## config.mk

```make
export PLATFORM = sky130hd
export DESIGN_NAME = ifu_flat
export DESIGN_NICKNAME = d
export VERILOG_FILES = /design/src/rtl/npc_pkg.sv /design/src/rtl/ifu_if.sv /design/src/rtl/ifu.sv /design/src/flat_wrapper.sv
export SDC_FILE = /design/constraint.sdc
export NUM_CORES = 1
export LEC_CHECK = 0
export BUFFER_PORTS_ARGS = -buffer_cell sky130_fd_sc_hd__buf_2
export CAP_MARGIN = 20
export CORE_AREA = 2 2 93 95
export CTS_CLUSTER_SIZE = 25
export DETAILED_ROUTE_END_ITERATION = 12
export DIE_AREA = 0 0 95 97
export MAX_ROUTING_LAYER = met4
export PLACE_DENSITY_LB_ADDON = 0.3
export SKIP_LAST_GASP = 1
export SLEW_MARGIN = 10
export SYNTH_ARGS = -nofsm -noshare
export SYNTH_HDL_FRONTEND = slang
export SYNTH_SLANG_ARGS = --single-unit
```

## constraint.sdc

```tcl
create_clock -name clk -period 2.8 [get_ports clk]
set_clock_uncertainty 0.15 [all_clocks]
set_input_delay 0.14 -clock clk [delete_from_list [all_inputs] [get_ports clk]]
set_output_delay 0.14 -clock clk [all_outputs]
set_load 0.02 [all_outputs]
```

## src/rtl/npc_pkg.sv

```systemverilog
// Shared NPC core definitions: reset PC, fault encoding, IFU state enum.
package npc_pkg;

  localparam logic [31:0] RESET_PC_DEFAULT = 32'h8000_0000;
  // IDU decodes an all-zero word as pc_op 0 (no-op / fault encoding).
  localparam logic [31:0] INST_NOP_FAULT   = 32'h0000_0000;

  typedef enum logic [2:0] {
    S_IDLE,
    S_REQ,
    S_RSP,
    S_OUT,
    S_NPC
  } ifu_state_t;

  // Word fetches need a 4-byte aligned PC.
  function automatic logic pc_misaligned(input logic [31:0] pc);
    return |pc[1:0];
  endfunction

endpackage

```

## src/rtl/ifu_if.sv

```systemverilog
// IFU bus bundle: imem request/response, IDU hand-off, write-back next PC.
interface ifu_if;
  logic        imem_req_valid;
  logic        imem_req_ready;
  logic [31:0] imem_req_addr;
  logic        imem_rsp_valid;
  logic [31:0] imem_rsp_data;
  logic        imem_rsp_err;
  logic        inst_valid;
  logic        inst_ready;
  logic [31:0] inst;
  logic [31:0] inst_pc;
  logic        fetch_fault;
  logic        npc_valid;
  logic [31:0] npc;

  // IFU side
  modport master (
    output imem_req_valid, imem_req_addr,
    input  imem_req_ready,
    input  imem_rsp_valid, imem_rsp_data, imem_rsp_err,
    output inst_valid, inst, inst_pc, fetch_fault,
    input  inst_ready,
    input  npc_valid, npc
  );

  // Memory / IDU / write-back side
  modport slave (
    input  imem_req_valid, imem_req_addr,
    output imem_req_ready,
    output imem_rsp_valid, imem_rsp_data, imem_rsp_err,
    input  inst_valid, inst, inst_pc, fetch_fault,
    output inst_ready,
    output npc_valid, npc
  );
endinterface

```

## src/rtl/ifu.sv

```systemverilog
// Instruction fetch unit: one fetch per architectural step, then wait for npc.
module ifu
  import npc_pkg::*;
#(
  parameter logic [31:0] RESET_PC = RESET_PC_DEFAULT
) (
  input logic   clk,
  input logic   rst_n,
  ifu_if.master bus
);

  ifu_state_t  state_q, state_d;
  logic [31:0] pc_q;
  logic [31:0] inst_q;
  logic [31:0] inst_pc_q;
  logic        fault_q;
  logic        mis;

  assign mis = pc_misaligned(pc_q);

  // State register
  always_ff @(posedge clk or negedge rst_n) begin
    if (!rst_n) state_q <= S_IDLE;
    else        state_q <= state_d;
  end

  // Next-state logic; inputs outside their owning state are ignored
  always_comb begin
    state_d = state_q;
    case (state_q)
      S_IDLE: state_d = S_REQ;
      S_REQ: begin
        if (mis)                      state_d = S_OUT;
        else if (bus.imem_req_ready)  state_d = S_RSP;
      end
      S_RSP:  if (bus.imem_rsp_valid) state_d = S_OUT;
      S_OUT:  if (bus.inst_ready)     state_d = S_NPC;
      S_NPC:  if (bus.npc_valid)      state_d = S_REQ;
      default: state_d = S_IDLE;
    endcase
  end

  // PC and instruction holding registers
  always_ff @(posedge clk or negedge rst_n) begin
    if (!rst_n) begin
      pc_q      <= RESET_PC;
      inst_q    <= INST_NOP_FAULT;
      inst_pc_q <= '0;
      fault_q   <= 1'b0;
    end else begin
      case (state_q)
        S_REQ: if (mis) begin
          inst_q    <= INST_NOP_FAULT;
          fault_q   <= 1'b1;
          inst_pc_q <= pc_q;
        end
        S_RSP: if (bus.imem_rsp_valid) begin
          inst_q    <= bus.imem_rsp_err ? INST_NOP_FAULT : bus.imem_rsp_data;
          fault_q   <= bus.imem_rsp_err;
          inst_pc_q <= pc_q;
        end
        S_NPC: if (bus.npc_valid) pc_q <= bus.npc;
        default: ;
      endcase
    end
  end

  // Outputs come straight from state and registers only
  assign bus.imem_req_valid = (state_q == S_REQ) && !mis;
  assign bus.imem_req_addr  = pc_q;
  assign bus.inst_valid     = (state_q == S_OUT);
  assign bus.inst           = inst_q;
  assign bus.inst_pc        = inst_pc_q;
  assign bus.fetch_fault    = fault_q;

endmodule
```

## src/flat_wrapper.sv

```systemverilog
// flat-port wrapper written by rule: the top's interface ports become plain ports
module ifu_flat import npc_pkg::*;
#(
  parameter logic [31:0] RESET_PC = RESET_PC_DEFAULT
)
  (clk, rst_n, bus_imem_req_valid, bus_imem_req_addr, bus_imem_req_ready, bus_imem_rsp_valid, bus_imem_rsp_data, bus_imem_rsp_err, bus_inst_valid, bus_inst, bus_inst_pc, bus_fetch_fault, bus_inst_ready, bus_npc_valid, bus_npc);
  ifu_if bus_i ();
  input logic clk;
  input logic rst_n;
  output wire logic [$bits(bus_i.imem_req_valid)-1:0] bus_imem_req_valid;
  output wire logic [$bits(bus_i.imem_req_addr)-1:0] bus_imem_req_addr;
  input wire logic [$bits(bus_i.imem_req_ready)-1:0] bus_imem_req_ready;
  input wire logic [$bits(bus_i.imem_rsp_valid)-1:0] bus_imem_rsp_valid;
  input wire logic [$bits(bus_i.imem_rsp_data)-1:0] bus_imem_rsp_data;
  input wire logic [$bits(bus_i.imem_rsp_err)-1:0] bus_imem_rsp_err;
  output wire logic [$bits(bus_i.inst_valid)-1:0] bus_inst_valid;
  output wire logic [$bits(bus_i.inst)-1:0] bus_inst;
  output wire logic [$bits(bus_i.inst_pc)-1:0] bus_inst_pc;
  output wire logic [$bits(bus_i.fetch_fault)-1:0] bus_fetch_fault;
  input wire logic [$bits(bus_i.inst_ready)-1:0] bus_inst_ready;
  input wire logic [$bits(bus_i.npc_valid)-1:0] bus_npc_valid;
  input wire logic [$bits(bus_i.npc)-1:0] bus_npc;
  assign bus_imem_req_valid = bus_i.imem_req_valid;
  assign bus_imem_req_addr = bus_i.imem_req_addr;
  assign bus_i.imem_req_ready = bus_imem_req_ready;
  assign bus_i.imem_rsp_valid = bus_imem_rsp_valid;
  assign bus_i.imem_rsp_data = bus_imem_rsp_data;
  assign bus_i.imem_rsp_err = bus_imem_rsp_err;
  assign bus_inst_valid = bus_i.inst_valid;
  assign bus_inst = bus_i.inst;
  assign bus_inst_pc = bus_i.inst_pc;
  assign bus_fetch_fault = bus_i.fetch_fault;
  assign bus_i.inst_ready = bus_inst_ready;
  assign bus_i.npc_valid = bus_npc_valid;
  assign bus_i.npc = bus_npc;
  ifu #(.RESET_PC(RESET_PC)) u_core (.clk(clk), .rst_n(rst_n), .bus(bus_i));
endmodule
```

* After elaboration in Yosys (flattened, before gate mapping)
Index checks and enable logic that the tools add are counted.
** Storage, ports and cells
- Flip-flop bits (word level) :: 100
- Bits of input ports :: 71
- Output and inout port bits :: 99
** Operators by class
- Equal/unequal tests :: 9
- Muxes and demuxes :: 16
- Reduce and logical (&&, ||, !) cells :: 8
** Operators by type and width (count)
- 32-bit two-way mux :: 5
- 32-bit one-hot mux with 2 select lines :: 2
- 3-bit two-way mux :: 5
- 3-bit one-hot mux with 5 select lines :: 1
- 3-bit by 2-bit == test with 1-bit output, second input constant :: 2
- 2-bit by 1-bit != test with 1-bit output, second input constant :: 2
- 2-bit != test, second input constant :: 2
- 4-bit AND reduction :: 1
- 3-bit by 1-bit == test with 1-bit output, second input constant :: 1
- 3-bit == test, second input constant :: 1
- 3-bit zero test :: 1
- 3-bit by 2-bit != test with 1-bit output, second input constant :: 1
- 3-bit AND reduction :: 1
- 1-bit two-way mux :: 2
- 1-bit one-hot mux with 2 select lines :: 1
- 2-bit AND reduction :: 1
- 2-bit nonzero test :: 1
- 2-bit OR reduction :: 1
- 1-bit logical AND :: 1
- 1-bit zero test :: 1

* Longest topological paths before layout
Gate-level depths: netlist of run 1.
- Depth in word-level cells :: 3
- Gate-level depth with buffers :: 6

* Least setup slack after synthesis of run 1
Ideal clock, no wire load.
- Path type :: register to register
- From :: register u_core.pc_q[1], in the netlist u_core.bus.imem_req_addr[1]
- To :: register u_core.inst_pc_q[10], in the netlist u_core.bus.inst_pc[10]
- Setup time :: 142 ps
- Arrival :: 1410 ps
- Data required time :: 2508 ps
- Slack :: 1098 ps
- Cell stages (with the launch flop) :: 5
- Buffers on the path :: 1
- Period minus slack after synthesis :: 1702 ps
- Cell sequence :: dfrtp_1 > or2_2 > a2bb2oi_1 > clkbuf_1 > o32ai_1
** Between the ends
- Word-level cells in the longest chain between the ends :: 3
** RTL lines
- start: declaration :: RTL line ifu.sv:13 : logic [31:0] pc_q;
- start signal: assignment :: RTL line ifu.sv:62 : S_NPC: if (bus.npc_valid) pc_q <= bus.npc;
- 2-bit OR reduction :: RTL line npc_pkg.sv:18 : return |pc[1:0];
- 2-bit by 1-bit != test with 1-bit output (no source line)
- 3-bit AND reduction (no source line)
- end signal: assignment :: RTL line ifu.sv:55 : inst_pc_q <= pc_q;
- end signal: assignment :: RTL line ifu.sv:60 : inst_pc_q <= pc_q;
- end: declaration :: RTL line ifu.sv:15 : logic [31:0] inst_pc_q;
No other way between the ends.
A chain may end at the register's enable or synchronous reset.

* Final worst setup path of run 1
- From :: register u_core.state_q[2]
- To :: register u_core.inst_q[14], in the netlist u_core.bus.inst[14]
** Between the ends
- Word-level cells in the longest chain between the ends :: 3
- Elaborated cells on any way between the ends :: 7
** RTL lines
- start: declaration :: RTL line ifu.sv:12 : ifu_state_t state_q, state_d;
- start signal: assignment :: RTL line ifu.sv:24 : else state_q <= state_d;
- 3-bit by 1-bit == test with 1-bit output or 3-bit by 2-bit == test with 1-bit output (tied branches) :: RTL line ifu.sv:51 : case (state_q)
- 2-bit by 1-bit != test with 1-bit output (no source line), or another cell as far along
- 3-bit AND reduction (no source line)
- end signal: assignment :: RTL line ifu.sv:58 : inst_q <= bus.imem_rsp_err ? INST_NOP_FAULT : bus.imem_rsp_data;
- end: declaration :: RTL line ifu.sv:14 : logic [31:0] inst_q;
Several ways; a longest one is shown, not always the timed one.

==> results of run 1 <==
## path summary, 6_finish.rpt
check                                             from                      endpoint  slack (ns)  cells after the start
max in group asynchronous                        rst_n           u_core.bus.inst[27]        1.55                      3
max reg2reg                          u_core.state_q[2]           u_core.bus.inst[14]        0.67                      4
min                                      bus_npc_valid             u_core.state_q[2]        0.02                      3
max                                  u_core.state_q[2]           u_core.bus.inst[14]        0.67                      4
min in group asynchronous                        rst_n  u_core.bus.imem_req_addr[10]        0.18                      2
min reg2reg                u_core.bus.imem_req_addr[8]   u_core.bus.imem_req_addr[8]        0.38                      1
## layer usage
metal	vias up	part of all wire (%)	GRT usage, %	wire length [um]
li1	1612	-	-	-
met1	1733	41	31.2	4670
met2	153	49	41.5	5610
met3	24	6.8	6.46	767
met4	0	2.7	9.14	304
met5	-	0	-	0
## sequential cells by signal (all words and copies together) (netlist names)
name / count
u_core.state_q: 3
u_core.bus.fetch_fault: 1
u_core.bus.inst: 32
u_core.bus.imem_req_addr: 32
u_core.bus.inst_pc: 32
## critical path: stages, from the launching register on
cell     delay (ns)
dfrtp_1        0.44
buf_4          0.24
or3_1          0.63
buf_16         0.27
a32o_1         0.27
## stage by stage
step / utilization (%) / power, W / cells / hold WS, ns / area (um^2)
after floorplan: - / 0.00426 / 318 / -0.306 / 4060
after global placement: 61.4 / 0.00514 / 574 / 0.0375 / 4990
after detailed placement: 61.4 / 0.00525 / 574 / 0.0412 / 4990
after CTS: 72.1 / 0.00625 / 657 / 0.00258 / 5860
after global routing: 72.4 / 0.00667 / 658 / 0.00872 / 5890
final: 72.4 / 0.00629 / 658 / 0.0157 / 5890
## power by group through the flow
stage / logic (W) / registers [W] / clock network (W)
after floorplan: 0.00122 / 0.00305 / 0
after global placement: 0.00274 / 0.00241 / 0
after detailed placement: 0.00280 / 0.00245 / 0
after CTS: 0.00290 / 0.00242 / 0.000934
after global routing: 0.00317 / 0.00251 / 0.000998
final: 0.00294 / 0.00244 / 0.000915
## Yosys cell counts (3+ instances only)
cell	instances	area, um^2
o21ai_0	3	15.0
a32o_1	34	340
buf_6	5	56.3
nand2b_1	3	18.8
nor2_1	5	18.8
nand2_1	32	120
buf_2	8	40.0
inv_1	33	124
o32ai_1	31	272
dfrtp_1	99	2480
buf_4	3	22.5
clkbuf_1	12	45.0
mux2_2	30	338
## repair_timing
action                                  4_1_cts  5_1_grt
endpoints found under the hold margin       109        0
endpoints found under the setup margin        0        0
hold buffers                                 67        0
## layout make-up
| cell class | count | area share, % |
|---|---|---|
| sequential | 100 | 42.5 |
| tap | 105 | 2.23 |
| timing repair buffer | 249 | 28.0 |
| clock inverter | 3 | 0.786 |
| clock buffer | 13 | 2.53 |
| multi-input combinational | 155 | 21.8 |
| inverter | 33 | 2.10 |
## cell families (layout without fill, tap and decap cells)
kind of cell,count (synthesis),in the layout,synth area share [%]
flops,100,100,61.7
compound gates,73,73,16.4
buf+inv,63,298,7.31
simple gates,50,50,5.71
mux,32,32,8.89
==> run_results.csv, run 1 <==
group,metric,value,unit
synth,synth_area,4060,um^2
power,irDropWorstVdd,0.000587,V
power,sequentialPowerShare,38.7,%
power,p_switching,0.00265,W
detailed_routing,avgViaCountPerCell,5.35,
worst_hold_path,hold_class,"in -> reg",
placement,port_buffers,169,
sta,hold_viol_final,0,
clocking,cts_tree,"done",
critical_path,cp.arrival,2.20,ns
layout,diodes,0,
layout,syn_to_final_growth,45.2,%
layout,fillers,554,
clocking,worstSkewPairLatency,0.35,ns
sta,maxSlewViolCount,0,
detailed_routing,route.detailed.drc,0,
sta,relSlewSlack,55.4,%
sta,fin_crit,2.13,ns
layout,final_cell_mix,"168 x buf_2, 99 x dfrtp_1, 67 x dlygate4sd3_1",
global_route,first_global_vias,3525,
layout,multi_input_area,1280,um^2
synth,synth_cell_types,29,
synth,async_flop_share,100,%
global_route,grt_max_degree,48,
clocking,ctsResizeCount,0,
die,row_count,33,
die,core-area,8130,um^2
critical_path,required,2.88,ns
critical_path,endpoint_kind,"flip-flop",
detailed_routing,vias,3522,
die,io_pins,170,
layout,drive_gt1_share,42.0,%
global_route,grt_overflow,0,
status,status,"completed",
detailed_routing,dr.pass1.iters,4,
global_route,grt_pass1_wl,17900,um
power,p_leak,3.01,nW
synth,synthesis.nets,389,
critical_path,path_max_fanout,24,
global_route,grt.total_usage,25.7,%
run,cap_viol_max_count,0,
sta,fin_ws,0.673,ns
synth,synth-edff-count,0,
clocking,numCtsBuffers,9,
synth,synthCells,318,
sta,finalSetupViolations,0,
placement,dp_slack,0.550,ns
layout,seq_area,2500,um^2
power,clkPwrFrac,14.5,%
die,dieArea,9220,um^2
clocking,cts_sinks,100,
detailed_routing,post_drt_wl_per_cell,17.3,um
detailed_routing,drtIter0Drc,166,
power,power_density,1070,nW/um^2
global_route,antenna_found_initial,0,
layout,nets,619,
clocking,cts_setup_buffers,0,
synth,ys_seq_area_share,61.7,%
die,die_w,95,um
power,p_sw_share,42.1,%
placement,dp.final_hpwl,7140,um
clocking,h-tree-depth,3,
detailed_routing,ant_nets,0,
sta,layout_worst_path_cycle_share,76.0,%
sta,fmax,470,MHz
power,internal-power,0.00365,W
layout,final_common_cell,"buf_2",
sta,fin_tns_setup,0,ns
clocking,clk_path_buf_depth,2,
synth,syn_area_per_cell,12.8,um^2
synth,yosys_warnings,0,
synth,synth_flop_cell,"dfrtp_1",
detailed_routing,routed_wl,11400,um
die,die_h,97,um
sta,tightest_slew,0.668,ns
synth,ys_ff_latch,100,
placement,gp_congestion,0.736,
critical_path,critPathKind,"reg -> reg",
clocking,root_buffer,"clkbuf_8",
clocking,clk_pin_slew_worst_paths,0.08,ns
critical_path,start_kind,"flip-flop",
sta,rsz0062_at_grt,"no",
power,combPwrFrac,46.7,%
die,initial_utilization,49.9,%
No activity file was read; power rests on OpenSTA's default activity.
==> inputs of run 2 (changes only) <==
Settings changed: CORE_AREA 2 2 93 95 to 2 2 101 103, DIE_AREA 0 0 95 97 to 0 0 103 105.
Clock period 2.8 ns to 1.8 ns, I/O delays scaled along.
==> run 2 against run 1 <==
Compared with the run above: non-clock buffer count up 7; combinational power up 57%; largest cell class unchanged; sequential power up 55%; register-to-register slack worse by 0.60 ns; critical path type unchanged; via count up 0.28%; fmax up 23%; first-iteration DRC count up 31%; flip-flop and latch count unchanged; core utilization down 9.6 points; sequential share of layout area down 1.1 points; die area up 17%; wire length down 0.83%.
==> run_results.csv, run 2 (synthesized netlist as in run 1, its figures left out) <==
group,metric,value,unit
sta,fin_crit,1.73,ns
detailed_routing,routed_wl,11300,um
placement,port_buffers,169,
layout,drive_gt1_share,44.1,%
sta,fin_tns_setup,0,ns
power,p_leak,3.05,nW
global_route,grt_overflow,0,
critical_path,cp.arrival,1.82,ns
clocking,clk_path_buf_depth,2,
critical_path,endpoint_kind,"flip-flop",
power,power_density,1650,nW/um^2
sta,hold_viol_final,0,
sta,relSlewSlack,64.3,%
power,combPwrFrac,46.2,%
critical_path,crit_start,"u_core.state_q[1]",
run,cap_viol_max_count,0,
clocking,numCtsBuffers,9,
die,row_count,36,
critical_path,r2r_start,"u_core.state_q[1]",
layout,nets,626,
global_route,antenna_found_initial,0,
detailed_routing,route.detailed.drc,0,
detailed_routing,dr.pass1.iters,4,
clocking,root_buffer,"clkbuf_8",
sta,layout_worst_path_cycle_share,96.0,%
die,core-area,9640,um^2
sta,tightest_slew,0.535,ns
layout,fillers,825,
layout,diodes,0,
power,p_switching,0.00414,W
global_route,grt_max_degree,39,
clocking,worstSkewPairLatency,0.36,ns
die,io_pins,170,
power,p_sw_share,41.5,%
die,initial_utilization,42.1,%
critical_path,start_kind,"flip-flop",
power,irDropWorstVdd,0.000834,V
critical_path,r2r_cells,4,
detailed_routing,vias,3532,
global_route,grt_pass1_wl,17600,um
power,clkPwrFrac,16.0,%
global_route,grt.total_usage,21.3,%
sta,fmax,579,MHz
critical_path,required,1.90,ns
layout,syn_to_final_growth,49.3,%
power,internal-power,0.00584,W
sta,rsz0062_at_grt,"no",
detailed_routing,post_drt_wl_per_cell,16.2,um
detailed_routing,ant_nets,0,
sta,maxSlewViolCount,0,
critical_path,path_max_fanout,21,
global_route,first_global_vias,3570,
critical_path,rrSetupSlack,0.07,ns
clocking,h-tree-depth,3,
clocking,cts_setup_buffers,0,
sta,finalSetupViolations,0,
placement,gp_congestion,0.784,
layout,final_cell_mix,"167 x buf_2, 95 x dfrtp_1, 68 x dlygate4sd3_1",
detailed_routing,drtIter0Drc,218,
layout,final_common_cell,"buf_2",
power,sequentialPowerShare,37.8,%
detailed_routing,avgViaCountPerCell,5.10,
clocking,cts_tree,"done",
worst_hold_path,hold_class,"in -> reg",
die,dieArea,10800,um^2
critical_path,cp-endpoint,"u_core.bus.inst[10]",
placement,dp.final_hpwl,7220,um
clocking,cts_sinks,100,
critical_path,critPathKind,"reg -> reg",
die,die_w,103,um
layout,final_util,62.8,%
clocking,clk_pin_slew_worst_paths,0.09,ns
status,status,"completed",
critical_path,rr_endpoint,"u_core.bus.inst[10]",
die,die_h,105,um
[run 2: cell count changes in the layout (fill, tap and decap cells not counted), moves of 2 or more]
cell        change
dfrtp_2         +4
dfrtp_1         -4
clkbuf_1        -3
buf_4           +3
clkinvlp_4      +2
buf_12          +4
[run 2: how the worst min path moves through the flow]
stage	start	endpoint	slack [ns]	depth (start not counted)
3_5_place_dp	rst_n	u_core.bus.imem_req_addr[9]	-0.05	1
5_1_grt	bus_imem_rsp_valid	u_core.bus.inst[0]	0.09	3
2_1_floorplan	rst_n	u_core.bus.fetch_fault	-0.36	0
3_3_place_gp	rst_n	u_core.bus.imem_req_addr[9]	-0.06	1
6_report	bus_imem_rsp_valid	u_core.state_q[0]	0.07	4
4_1_cts	bus_imem_rsp_valid	u_core.state_q[0]	0.04	4
[run 2: worst max-delay path: stages (launching register included)]
cell and delay (ns):
dfrtp_2 0.47, nand2b_4 0.18, or3_1 0.33, buf_4 0.22, a32o_1 0.27
[run 2: timing repair]
action,4_1_cts,5_1_grt
hold buffers,68,0
setup endpoints to repair,1,25
endpoints found under the hold margin,166,0
gates resized for setup,1,6
[run 2: power by group through the flow]
stage / sequential (W) / combinational [W] / clock, W
floorplan: 0.00474 / 0.00189 / 0
global placement: 0.00375 / 0.00438 / 0
detailed placement: 0.00379 / 0.00449 / 0
CTS: 0.00375 / 0.00462 / 0.00164
global route: 0.00388 / 0.00498 / 0.00174
finish: 0.00377 / 0.00461 / 0.00159
[run 2: area by class of cell]
class	count	area (um^2)	share of cell area [%]
Timing Repair Buffer	256	1740	28.7
Inverter	33	124	2.05
Clock inverter	6	87.6	1.45
Clock buffer	10	138	2.27
Multi-Input combinational cell	155	1290	21.3
Sequential cell	100	2510	41.4
Tap cell	133	166	2.75
[run 2: metal layers]
metal  vias up  track usage [%]  share of wire, %
met1      1722             28.5                44
li1       1629                -                 -
met3        13             3.81               7.4
met5         -                -                 0
met2       168             32.7                47
met4         0             7.33               1.3
[run 2: through the flow]
step,std cells,area [um^2],hold WS (ns),setup WS (ns),power (W)
floorplan,318,4060,-0.356,0.0983,0.00663
global route,693,6060,0.0867,0.000800,0.0106
global placement,609,5130,-0.0557,0.109,0.00813
CTS,693,6040,0.0418,0.00990,0.0100
detailed placement,609,5130,-0.0493,0.0661,0.00828
finish,693,6060,0.0688,0.0719,0.00998
==> inputs of run 3 (changes only) <==
Settings changed: CTS_BUF_LIST set to sky130_fd_sc_hd__clkbuf_16, RECOVER_POWER set to 50.
==> run 3 against run 2 <==
Compared with the run above: die area is the same; first-iteration DRC count down 2.8%; design area is 0.39% higher; worst setup slack improved by 0.0060 ns; critical endpoint is now u_core.bus.inst[8]; sequential power about the same; via count up 0.57%; fmax is 0.35% higher; power grew 3.6%; clock power grew 28%; non-clock buffer count did not move.
==> run_results.csv, run 3 (synthesized netlist as in run 1, its figures left out) <==
group,metric,value,unit
status,status,"completed",
layout,final_util,63.1,%
detailed_routing,avgViaCountPerCell,5.13,
detailed_routing,dr.pass1.iters,4,
clocking,worstSkewPairLatency,0.34,ns
sta,finalSetupViolations,0,
clocking,clk_path_buf_depth,2,
sta,rsz0062_at_grt,"no",
power,power_density,1700,nW/um^2
critical_path,start_kind,"flip-flop",
die,row_count,36,
detailed_routing,vias,3552,
clocking,cts_sinks,100,
critical_path,rr_endpoint,"u_core.bus.inst[8]",
die,die_w,103,um
sta,hold_viol_final,0,
die,die_h,105,um
die,core-area,9640,um^2
die,io_pins,170,
placement,dp.final_hpwl,7220,um
critical_path,endpoint_kind,"flip-flop",
power,p_leak,2.90,nW
layout,final_common_cell,"buf_2",
layout,final_cell_mix,"117 x buf_2, 97 x dfrtp_1, 68 x dlygate4sd3_1",
run,cap_viol_max_count,0,
global_route,grt_max_degree,39,
clocking,root_buffer,"clkbuf_16",
critical_path,r2r_start,"u_core.state_q[1]",
sta,relSlewSlack,32.8,%
worst_hold_path,whs_endpoint,"u_core.state_q[0]",
layout,diodes,0,
detailed_routing,drtIter0Drc,212,
clocking,numCtsBuffers,9,
critical_path,required,1.87,ns
sta,fin_tns_setup,0,ns
detailed_routing,route.detailed.drc,0,
global_route,grt_pass1_wl,17500,um
critical_path,crit_start,"u_core.state_q[1]",
sta,fmax,581,MHz
sta,tightest_slew,1.01,ns
critical_path,rrSetupSlack,0.08,ns
detailed_routing,m1WireLength,5080,um
worst_hold_path,min_from,"bus_imem_rsp_valid",
sta,layout_worst_path_cycle_share,95.7,%
detailed_routing,post_drt_wl_per_cell,16.3,um
clocking,h-tree-depth,3,
global_route,antenna_found_initial,0,
detailed_routing,routed_wl,11300,um
die,dieArea,10800,um^2
detailed_routing,dr_wl_met3,740,um
global_route,grt.total_usage,21.1,%
detailed_routing,ant_nets,0,
critical_path,cp.arrival,1.79,ns
placement,port_buffers,169,
layout,fillers,833,
global_route,grt_overflow,0,
worst_hold_path,min_path_cells,4,
power,irDropWorstVdd,0.000861,V
placement,gp_congestion,0.784,
sta,maxSlewViolCount,0,
layout,syn_to_final_growth,49.9,%
critical_path,critPathKind,"reg -> reg",
sta,fin_crit,1.72,ns
layout,nets,626,
global_route,first_global_vias,3567,
clocking,clk_pin_slew_worst_paths,0.07,ns
die,initial_utilization,42.1,%
critical_path,r2r_cells,4,
detailed_routing,met2_length,5310,um
critical_path,path_max_fanout,21,
worst_hold_path,hold_class,"in -> reg",
layout,drive_gt1_share,34.6,%
detailed_routing,top_layer,"met4",
clocking,cts_tree,"done",
power,p_total,0.0103,W
==> run 3: changes by cell type in the layout (fill, tap and decap cells not counted), moves of 2 or more <==
cell / before / now
dfrtp_2: 4 / 2
dfrtp_1: 95 / 97
clkbuf_1: 0 / 50
clkbuf_8: 10 / 0
clkbuf_16: 0 / 9
buf_2: 167 / 117
==> run 3: worst max path at each step <==
stage                                   to  slack (ns)  depth (start not counted)
CTS                     bus_imem_req_valid        0.04                          3
floorplan           u_core.bus.inst_pc[10]         0.1                          4
finish                  u_core.bus.inst[8]        0.08                          4
detailed placement     u_core.bus.inst[30]        0.07                          4
global placement       u_core.bus.inst[10]        0.11                          4
global route            bus_imem_req_valid        0.03                          3
==> run 3: power by group <==
group / switching, W / internal, W
registers: 0.000630 / 0.00316
logic: 0.00275 / 0.00175
clock network: 0.000833 / 0.00121
==> run 3: final cells by class <==
cell class,instances,area [um^2],area share (%)
tap,133,166,2.74
clock inverter,7,91.3,1.50
multi-input combinational,155,1290,21.2
timing repair buffer,256,1680,27.6
sequential,100,2510,41.2
inverter,33,124,2.04
clock buffer,9,225,3.70
==> run 3: stage by stage <==
step | hold WS (ns) | setup WS [ns] | area [um^2] | instances
2_1_floorplan | -0.356 | 0.0983 | 4060 | 318
3_3_place_gp | -0.0557 | 0.109 | 5130 | 609
3_5_place_dp | -0.0493 | 0.0661 | 5130 | 609
4_1_cts | 0.0733 | 0.0367 | 6130 | 693
5_1_grt | 0.120 | 0.0322 | 6080 | 693
6_report | 0.0896 | 0.0779 | 6080 | 693
==> run 3: timing repair <==
item / 4_1_cts / 5_1_grt
setup endpoints to repair: 0 / 22
hold endpoints to repair: 166 / 0
resized for setup: 0 / 5
hold buffers: 68 / 0
buffers inserted: 0 / 0
==> run 3: metal layers <==
layer	global-route usage, %	vias to the layer above
met5	-	-
met4	7.24	0
met3	3.88	11
met2	32.6	148
met1	28.1	1759
li1	-	1634
==> run 3: worst max-delay path: stages (launching register included) <==
cell and delay, ns:
dfrtp_2 0.46, nand2b_4 0.18, or3_1 0.33, buf_4 0.22
a32o_1 0.27
